--- config.mk ---
export PLATFORM = sky130hd
export DESIGN_NAME = baudgen_frac
export DESIGN_NICKNAME = d
export VERILOG_FILES = /design/src/rtl/baudgen_frac.sv
export SDC_FILE = /design/constraint.sdc
export NUM_CORES = 1
export LEC_CHECK = 0
export CORE_MARGIN = 1
export CORE_UTILIZATION = 38
export DETAILED_ROUTE_END_ITERATION = 16
export PLACE_DENSITY_LB_ADDON = 0.08
export SLEW_MARGIN = 5
export SYNTH_ARGS = -nofsm -noshare
export SYNTH_HDL_FRONTEND = slang
export SYNTH_SLANG_ARGS = --single-unit
--- constraint.sdc ---
create_clock -name clk_in -period 9 [get_ports clk_in]
set_input_delay 1.8 -clock clk_in [delete_from_list [all_inputs] [get_ports clk_in]]
set_output_delay 1.8 -clock clk_in [all_outputs]
set_load 0.05 [all_outputs]
--- src/rtl/baudgen_frac.sv ---
// Fractional-N baud tick generator: oversample and bit strobes from a runtime
// integer+fraction divisor, with mid-bit re-phasing for UART receivers.
module baudgen_frac #(
  parameter int CNT_W        = 16,
  parameter int FRAC_W       = 4,
  parameter int OVS          = 16,
  parameter int DIV_INT_RST  = 3,
  parameter int DIV_FRAC_RST = 4
) (
  input  logic                    clk_in,
  input  logic                    rst_n,
  input  logic                    clk_ena,
  input  logic                    half_start,
  input  logic                    div_load,
  input  logic [CNT_W-1:0]        div_int,
  input  logic [FRAC_W-1:0]       div_frac,
  output logic                    ovs_tick,
  output logic                    bit_tick,
  output logic [$clog2(OVS)-1:0]  ovs_phase
);

  localparam int PH_W = $clog2(OVS);

  logic [CNT_W-1:0]  cnt_q, cnt_d;
  logic [FRAC_W-1:0] acc_q, acc_d;
  logic [PH_W-1:0]   phase_q, phase_d;
  logic              run_q, run_d;
  logic              pend_q, pend_d;
  logic [CNT_W-1:0]  ai_q, ai_d, sai_q, sai_d;
  logic [FRAC_W-1:0] af_q, af_d, saf_q, saf_d;

  logic              tick, rephase, apply;
  logic [CNT_W-1:0]  ni, ai_sel, ai_e;
  logic [FRAC_W-1:0] nf, af_sel;
  logic [FRAC_W:0]   acc_sum;

  assign tick    = run_q & clk_ena & ~half_start & (cnt_q == '0);
  assign rephase = clk_ena & half_start;

  // A load in the same cycle as an apply point bypasses the shadow registers.
  assign ni      = div_load ? div_int  : sai_q;
  assign nf      = div_load ? div_frac : saf_q;
  assign apply   = (tick | rephase | ~clk_ena) & (div_load | pend_q);
  assign ai_sel  = apply ? ni : ai_q;
  assign af_sel  = apply ? nf : af_q;
  assign ai_e    = (ai_sel == '0) ? CNT_W'(1) : ai_sel;
  assign acc_sum = {1'b0, acc_q} + {1'b0, af_sel};

  always_comb begin
    cnt_d   = cnt_q;
    acc_d   = acc_q;
    phase_d = phase_q;
    run_d   = run_q;
    pend_d  = pend_q;
    sai_d   = sai_q;
    saf_d   = saf_q;
    ai_d    = ai_sel;
    af_d    = af_sel;
    if (div_load) begin
      sai_d  = div_int;
      saf_d  = div_frac;
      pend_d = 1'b1;
    end
    if (apply) pend_d = 1'b0;
    if (!clk_ena) begin
      cnt_d   = '0;
      acc_d   = '0;
      phase_d = PH_W'(OVS - 1);
      run_d   = 1'b0;
    end else begin
      run_d = 1'b1;
      if (rephase) begin
        cnt_d   = ai_e - CNT_W'(1);
        acc_d   = '0;
        phase_d = PH_W'(OVS / 2);
      end else if (tick) begin
        // Carry out of the fraction stretches this period by one clock.
        cnt_d   = ai_e - CNT_W'(1) + {{(CNT_W-1){1'b0}}, acc_sum[FRAC_W]};
        acc_d   = acc_sum[FRAC_W-1:0];
        phase_d = phase_q + PH_W'(1);
      end else if (cnt_q != '0) begin
        cnt_d = cnt_q - CNT_W'(1);
      end
    end
  end

  always_ff @(posedge clk_in or negedge rst_n) begin
    if (!rst_n) begin
      cnt_q   <= '0;
      acc_q   <= '0;
      phase_q <= PH_W'(OVS - 1);
      run_q   <= 1'b0;
      pend_q  <= 1'b0;
      ai_q    <= CNT_W'(DIV_INT_RST);
      af_q    <= FRAC_W'(DIV_FRAC_RST);
      sai_q   <= CNT_W'(DIV_INT_RST);
      saf_q   <= FRAC_W'(DIV_FRAC_RST);
    end else begin
      cnt_q   <= cnt_d;
      acc_q   <= acc_d;
      phase_q <= phase_d;
      run_q   <= run_d;
      pend_q  <= pend_d;
      ai_q    <= ai_d;
      af_q    <= af_d;
      sai_q   <= sai_d;
      saf_q   <= saf_d;
    end
  end

  assign ovs_tick  = tick;
  assign bit_tick  = tick & (phase_q == PH_W'(OVS - 1));
  assign ovs_phase = phase_q;

endmodule
==> results.md, run 1 <==
* Pwr/cell area at 192 nW/um^2
* Finished Layout Cells at 663
* Hold path depth at 2
* Slew @ Worst Pin at 920 ps
* Worst-case clock buffer depth at 2
* H-tree depth at 3
* Vias/cell at 5.70
* Slew margin rel. at 0.385
* Final Critical Period at 6770 ps
* Final WL at 12100 um
* Detailed-route via count at 3780
* Worst R2R Path Depth at 15
* Largest net degree at the start of global routing at 67
* FMAX at 148 MHz
* Setup WS pre-CTS at 2280 ps
* Initial DRC Count at 234
* Ports at 31
* Nets at 552
* First-pass detailed-route iteration total at 4
* Post-synth top flop: dfrtp_1
* R2r endpoint: cnt_q[13]
* Die height at 111 um
* Yosys Warn Count at 0
* Cell row count at 39
* Min-Delay Path Class: register to register
* Min-delay src: af_q[0]
* Synth Instances at 491
* Mapped Nets at 528
* Placer Congestion at 0.879
* GRT Util Overall at 0.209
* Setup Viol. Count Final at 0
* Post-Syn Area at 4520 sq um
* Cts repair resizes at 0
* # diodes at 0
* Die ar. at 12300 sq um
* Mean cell area of the mapped netlist at 9.20 sq um
* Overflow after GRT at 0
* R2R Setup Slk at 3830 ps
* Crit path cell chain: clkdlybuf4s50_1 > nor2b_1 > nand2_1 > clkinv_1 > clkdlybuf4s50_1
* CTS Hold Buffers Added at 0
* Synth area leader: dfrtp_1
* Fillers at 1140
* CP arrival at 4970 ps
* Worst setup EP type: output pin
* Number of port buffers at 30
* Largest stage delay, worst path at 880 ps
* Placed cells at 647
* Vias in the first global route at 3684
* Clock transition at path regs at 60 ps
* Leakage at 2.15 nW
* Fin Hold WS at 488 ps
* Yosys top cell area share at 0.310
* Die span in x at 111 um
* Slew Limit Fails at 0
* Crit Reg-Reg Startpoint: cnt_q[0]
* DRC at 0
* Clock Latency Late Sink at 340 ps
* Area Growth Syn to Fin at 14.7%
* Post-route ant nets at 0
* Most used cell, CP: clkdlybuf4s50_1
* Kind of critical path: input port to output pin
* Initial Util at 0.392
* Layout cells sized above 1 at 0.112
* CP Max Fanout at 19
* Core area at 11500 sq um
* Clock Skew at 10.9 ps
* Post-CTS setup buffer count at 0
* Fin. Hold Viols at 0
* Initial antenna violation count at 0
* TritonCTS Buffers at 9
* Max rail drop VDD at 0.0699 mV
* CTS tree: yes
* Synth async-reset ratio at 1.00
* Number of synthesized flops with an enable pin at 0
* Final worst-path cycle share at 0.753
* Routed wire per std cell at 18.2 um
* Clk sinks at 66
* CP max stage cell: clkdlybuf4s50_1
* Hold endpoint: af_q[0]
* Crit path required time at 7200 ps
* RSZ-0062 raised after global routing: false
* Top cells by area, synth: dfrtp_1 (31%), dfstp_2 (5.8%), mux2i_1 (5.5%)
* Seq/Total Area, Yosys at 0.368
* Setup tns final at 0 ps
* DP Wirelength at 8810 um
* First-pass GRT wire length at 19800 um
* Setup WS post-layout at 2230 ps
* Nature of the critical path startpoint: input port
* Clk root buf: clkbuf_16
* Status: finished, final reports clean
* FF+latch count, synth at 66
* Netlist cell types at 68
* Max_cap viols at 0
==> registers in the layout, indices dropped and copies added, names as in the netlist <==
name       cells
run_q          1
ovs_phase      4
cnt_q         16
saf_q          4
acc_q          4
sai_q         16
pend_q         1
af_q           4
ai_q          16
==> cells by family (layout without fill, tap and decap cells) <==
family / count (synthesis) / in the layout / synth area share
adders and majority gates: 12 / 12 / 0.0349
AOI/OAI and AO/OA: 98 / 98 / 0.148
buffers and inverters: 45 / 74 / 0.0468
xor gates and xnor gates: 38 / 38 / 0.0736
muxes: 42 / 42 / 0.0977
DFF: 66 / 66 / 0.368
and+or+nand+nor: 190 / 190 / 0.231
==> worst max path at each step <==
stage,cells after the start,end,from
final,5,ovs_tick,clk_ena
after floorplan,5,bit_tick,clk_ena
after global routing,5,ovs_tick,clk_ena
after global placement,5,ovs_tick,clk_ena
after CTS,5,ovs_tick,clk_ena
after detailed placement,5,ovs_tick,clk_ena
==> critical path, delay by kind of cell <==
| kind | cells | cell delay, ps |
|---|---|---|
| buffers and inverters | 3 | 2050 |
| and+or+nand+nor | 2 | 1110 |
==> cell type report <==
cell class	instances	area, sq um	share of cell area
tap	143	179	0.0345
multi-input combinational	380	2640	0.510
clock buffer	13	240	0.0463
sequential	66	1660	0.321
timing repair buffer	34	325	0.0627
clock inverter	3	42.5	0.00820
inverter	24	90.1	0.0174
==> report_power, final <==
group | leakage [nW] | internal, mW | switching [mW]
clock | 0.134 | 0.214 | 0.132
combinational | 1.22 | 0.107 | 0.164
sequential | 0.797 | 0.339 | 0.0392
total | 2.15 | 0.660 | 0.334
==> per-layer routing <==
metal	GRT usage	routed length (um)
met5	0	0
met4	0.0910	191
met3	0.0361	555
met2	0.340	5860
met1	0.274	5490
==> cell usage after synthesis (all sizes together) (3+ instances only) <==
master  count
or3         6
a31oi       5
a21oi      26
nor3       22
a221oi      3
a211oi      5
nor3b       8
clkbuf      9
ha         11
or4         5
xnor2      23
mux2i      25
nor4       14
nand3b      3
nand4       5
nand3      13
nand2      51
xor2       15
o32ai       3
buf        12
mux2       17
inv        22
dfstp      10
nor2       43
nor4b       5
o22ai       6
a21o        7
dfrtp      56
o21ai      21
==> placed cells by master, fill, tap and decap left out, drive strengths merged, types with 13 or more instances in the layout <==
cell           instances
o21ai                 21
mux2i                 25
inv                   22
nor3                  22
nand2                 51
clkdlybuf4s50         29
dfrtp                 56
a21oi                 26
nand3                 13
nor4                  14
nor2                  43
xnor2                 23
clkbuf                13
mux2                  17
xor2                  15
==> metrics by stage <==
step / power, mW / util / cell area [sq um]
after floorplan: 0.572 / - / 4520
after global placement: 0.651 / 0.426 / 4900
after detailed placement: 0.652 / 0.426 / 4900
after CTS: 1.01 / 0.450 / 5180
after global routing: 1.05 / 0.450 / 5180
final: 0.995 / 0.450 / 5180
Power figures use the tool's default switching activity.
==> run 2, diff against run 1 <==
==> constraint.sdc (replaced) <==
create_clock -name clk_in -period 6.9 [get_ports clk_in]
set_input_delay 1.38 -clock clk_in [delete_from_list [all_inputs] [get_ports clk_in]]
set_output_delay 1.38 -clock clk_in [all_outputs]
set_load 0.05 [all_outputs]
==> results.md, run 2 (synthesis results as in run 1) <==
* Crit Reg-Reg Startpoint: cnt_q[4]
* Comb power frac at 0.268
* Die height at 111 um
* Placer Congestion at 0.869
* Min-Delay Path Class: register to register
* Worst-case clock buffer depth at 2
* H-tree depth at 3
* Post-CTS setup buffer count at 0
* GRT Util Overall at 0.207
* Core area at 11500 sq um
* First-pass detailed-route iteration total at 4
* Largest net degree at the start of global routing at 67
* Commonest non-fill, non-tap cell in the layout: dfrtp_1
* Hold endpoint: af_q[3]
* Met1 Track Usage GR at 0.270
* Pwr Total at 1.31 mW
* Detailed-route via count at 3794
* Worst R2R Path Depth at 15
* Min-delay src: af_q[3]
* Slew @ Worst Pin at 916 ps
* Slew Limit Fails at 0
* Final worst-path cycle share at 0.836
* First-pass GRT wire length at 19800 um
* Flop pwr share at 0.375
* CTS tree: yes
* Cell row count at 39
* Worst setup EP type: register
* Routed wire per std cell at 17.8 um
* Net Switching at 0.441 mW
* Status: finished, final reports clean
* Fin. Hold Viols at 0
* Kind of critical path: input port to register
* Leakage at 2.20 nW
* Clock Skew at 6.45 ps
* Layout cells sized above 1 at 0.129
* Setup tns final at 0 ps
* TritonCTS Buffers at 9
* Die ar. at 12300 sq um
* Hold path depth at 2
* Clk root buf: clkbuf_16
* Final WL at 11900 um
* Commonest cells after routing, fill and taps aside: dfrtp_1 (56), nand2_1 (51), nor2_1 (43)
* DP Wirelength at 8840 um
* Switch share at 0.336
* Regs by FF count: ai_q x16, cnt_q x16, sai_q x16
* Clock Latency Late Sink at 340 ps
* Vias in the first global route at 3727
* CTS Hold Buffers Added at 0
* Nets at 559
* R2r endpoint: cnt_q[11]
* Initial Util at 0.392
* Setup Viol. Count Final at 0
* Setup WS pre-CTS at 777 ps
* Setup WS post-layout at 1130 ps
* R2R Setup Slk at 2550 ps
* Max rail drop VDD at 0.148 mV
* Most Crowded Layer GR: met2
* Crit path required time at 7100 ps
* Number of port buffers at 30
* Total internal power at 0.872 mW
* Clk sinks at 66
* DRC at 0
* # diodes at 0
* Cts repair resizes at 0
* Placement Cell Area at 4950 sq um
* Slew margin rel. at 0.389
* Clock transition at path regs at 60 ps
* FMAX at 173 MHz
* Max_cap viols at 0
* Fin Hold WS at 491 ps
* CP Max Fanout at 18
* Pwr/cell area at 250 nW/um^2
* Die span in x at 111 um
* Overflow after GRT at 0
* CP arrival at 5970 ps
* M3 GR Usage at 0.0465
* Initial antenna violation count at 0
* Met2 Use GR at 0.342
* Initial DRC Count at 222
* Final instance area at 5250 sq um
* Clk pwr share at 0.357
* Ports at 31
* Post-route ant nets at 0
* Area Growth Syn to Fin at 16.2%
* Final Critical Period at 5770 ps
* Vias/cell at 5.66
* Nature of the critical path startpoint: input port
* RSZ-0062 raised after global routing: false
run 2: cell count changes in the layout (fill, tap and decap cells not counted), sizes merged:
cell and change:
clkinvlp -1, clkinv +3, buf +7, clkbuf -2
run 2: area by class of cell:
class | count | area (sq um)
Timing Repair Buffer | 41 | 378
Clock buffer | 11 | 243
Tap cell | 143 | 179
Inverter | 24 | 90.1
Clock inverter | 5 | 53.8
Multi-Input combinational cell | 380 | 2640
Sequential cell | 66 | 1660
Fill cell | 1133 | 6260
run 2: how the worst max path moves through the flow:
stage | slack [ps] | endpoint | start
5_1_grt | 720 | cnt_q[11] | div_load
4_1_cts | 1140 | cnt_q[11] | div_load
2_1_floorplan | 2070 | cnt_q[13] | clk_ena
3_3_place_gp | 990 | cnt_q[11] | div_load
3_5_place_dp | 780 | cnt_q[11] | div_load
6_report | 1130 | cnt_q[11] | div_load
run 2: power groups by stage:
stage	Sequential, mW	Clock, mW	Combinational, mW
2_1_floorplan	0.488	0	0.258
3_3_place_gp	0.499	0	0.352
3_5_place_dp	0.499	0	0.352
4_1_cts	0.492	0.479	0.354
5_1_grt	0.500	0.496	0.391
6_report	0.493	0.468	0.352
run 2: worst max-delay path: stages:
cell	delay (ps)
clkdlybuf4s50_1	740
buf_4	370
nor4_1	540
o221ai_1	320
nor3_1	260
o32ai_1	110
buf_4	180
ha_1	220
o211ai_1	110
mux2i_1	140
o22ai_4	230
xnor2_1	160
or4b_4	590
nor4_4	240
nor4b_1	280
nor4_1	100
run 2: metal layers:
layer | wire length (um) | vias up
li1 | - | 1846
met1 | 5490 | 1855
met4 | 213 | 0
met3 | 435 | 15
met2 | 5800 | 78
met5 | 0 | -
run 2: through the flow:
step | util | instances
after CTS | 0.456 | 670
after floorplan | - | 491
after global routing | 0.456 | 670
after global placement | 0.430 | 654
after detailed placement | 0.430 | 654
final | 0.456 | 670
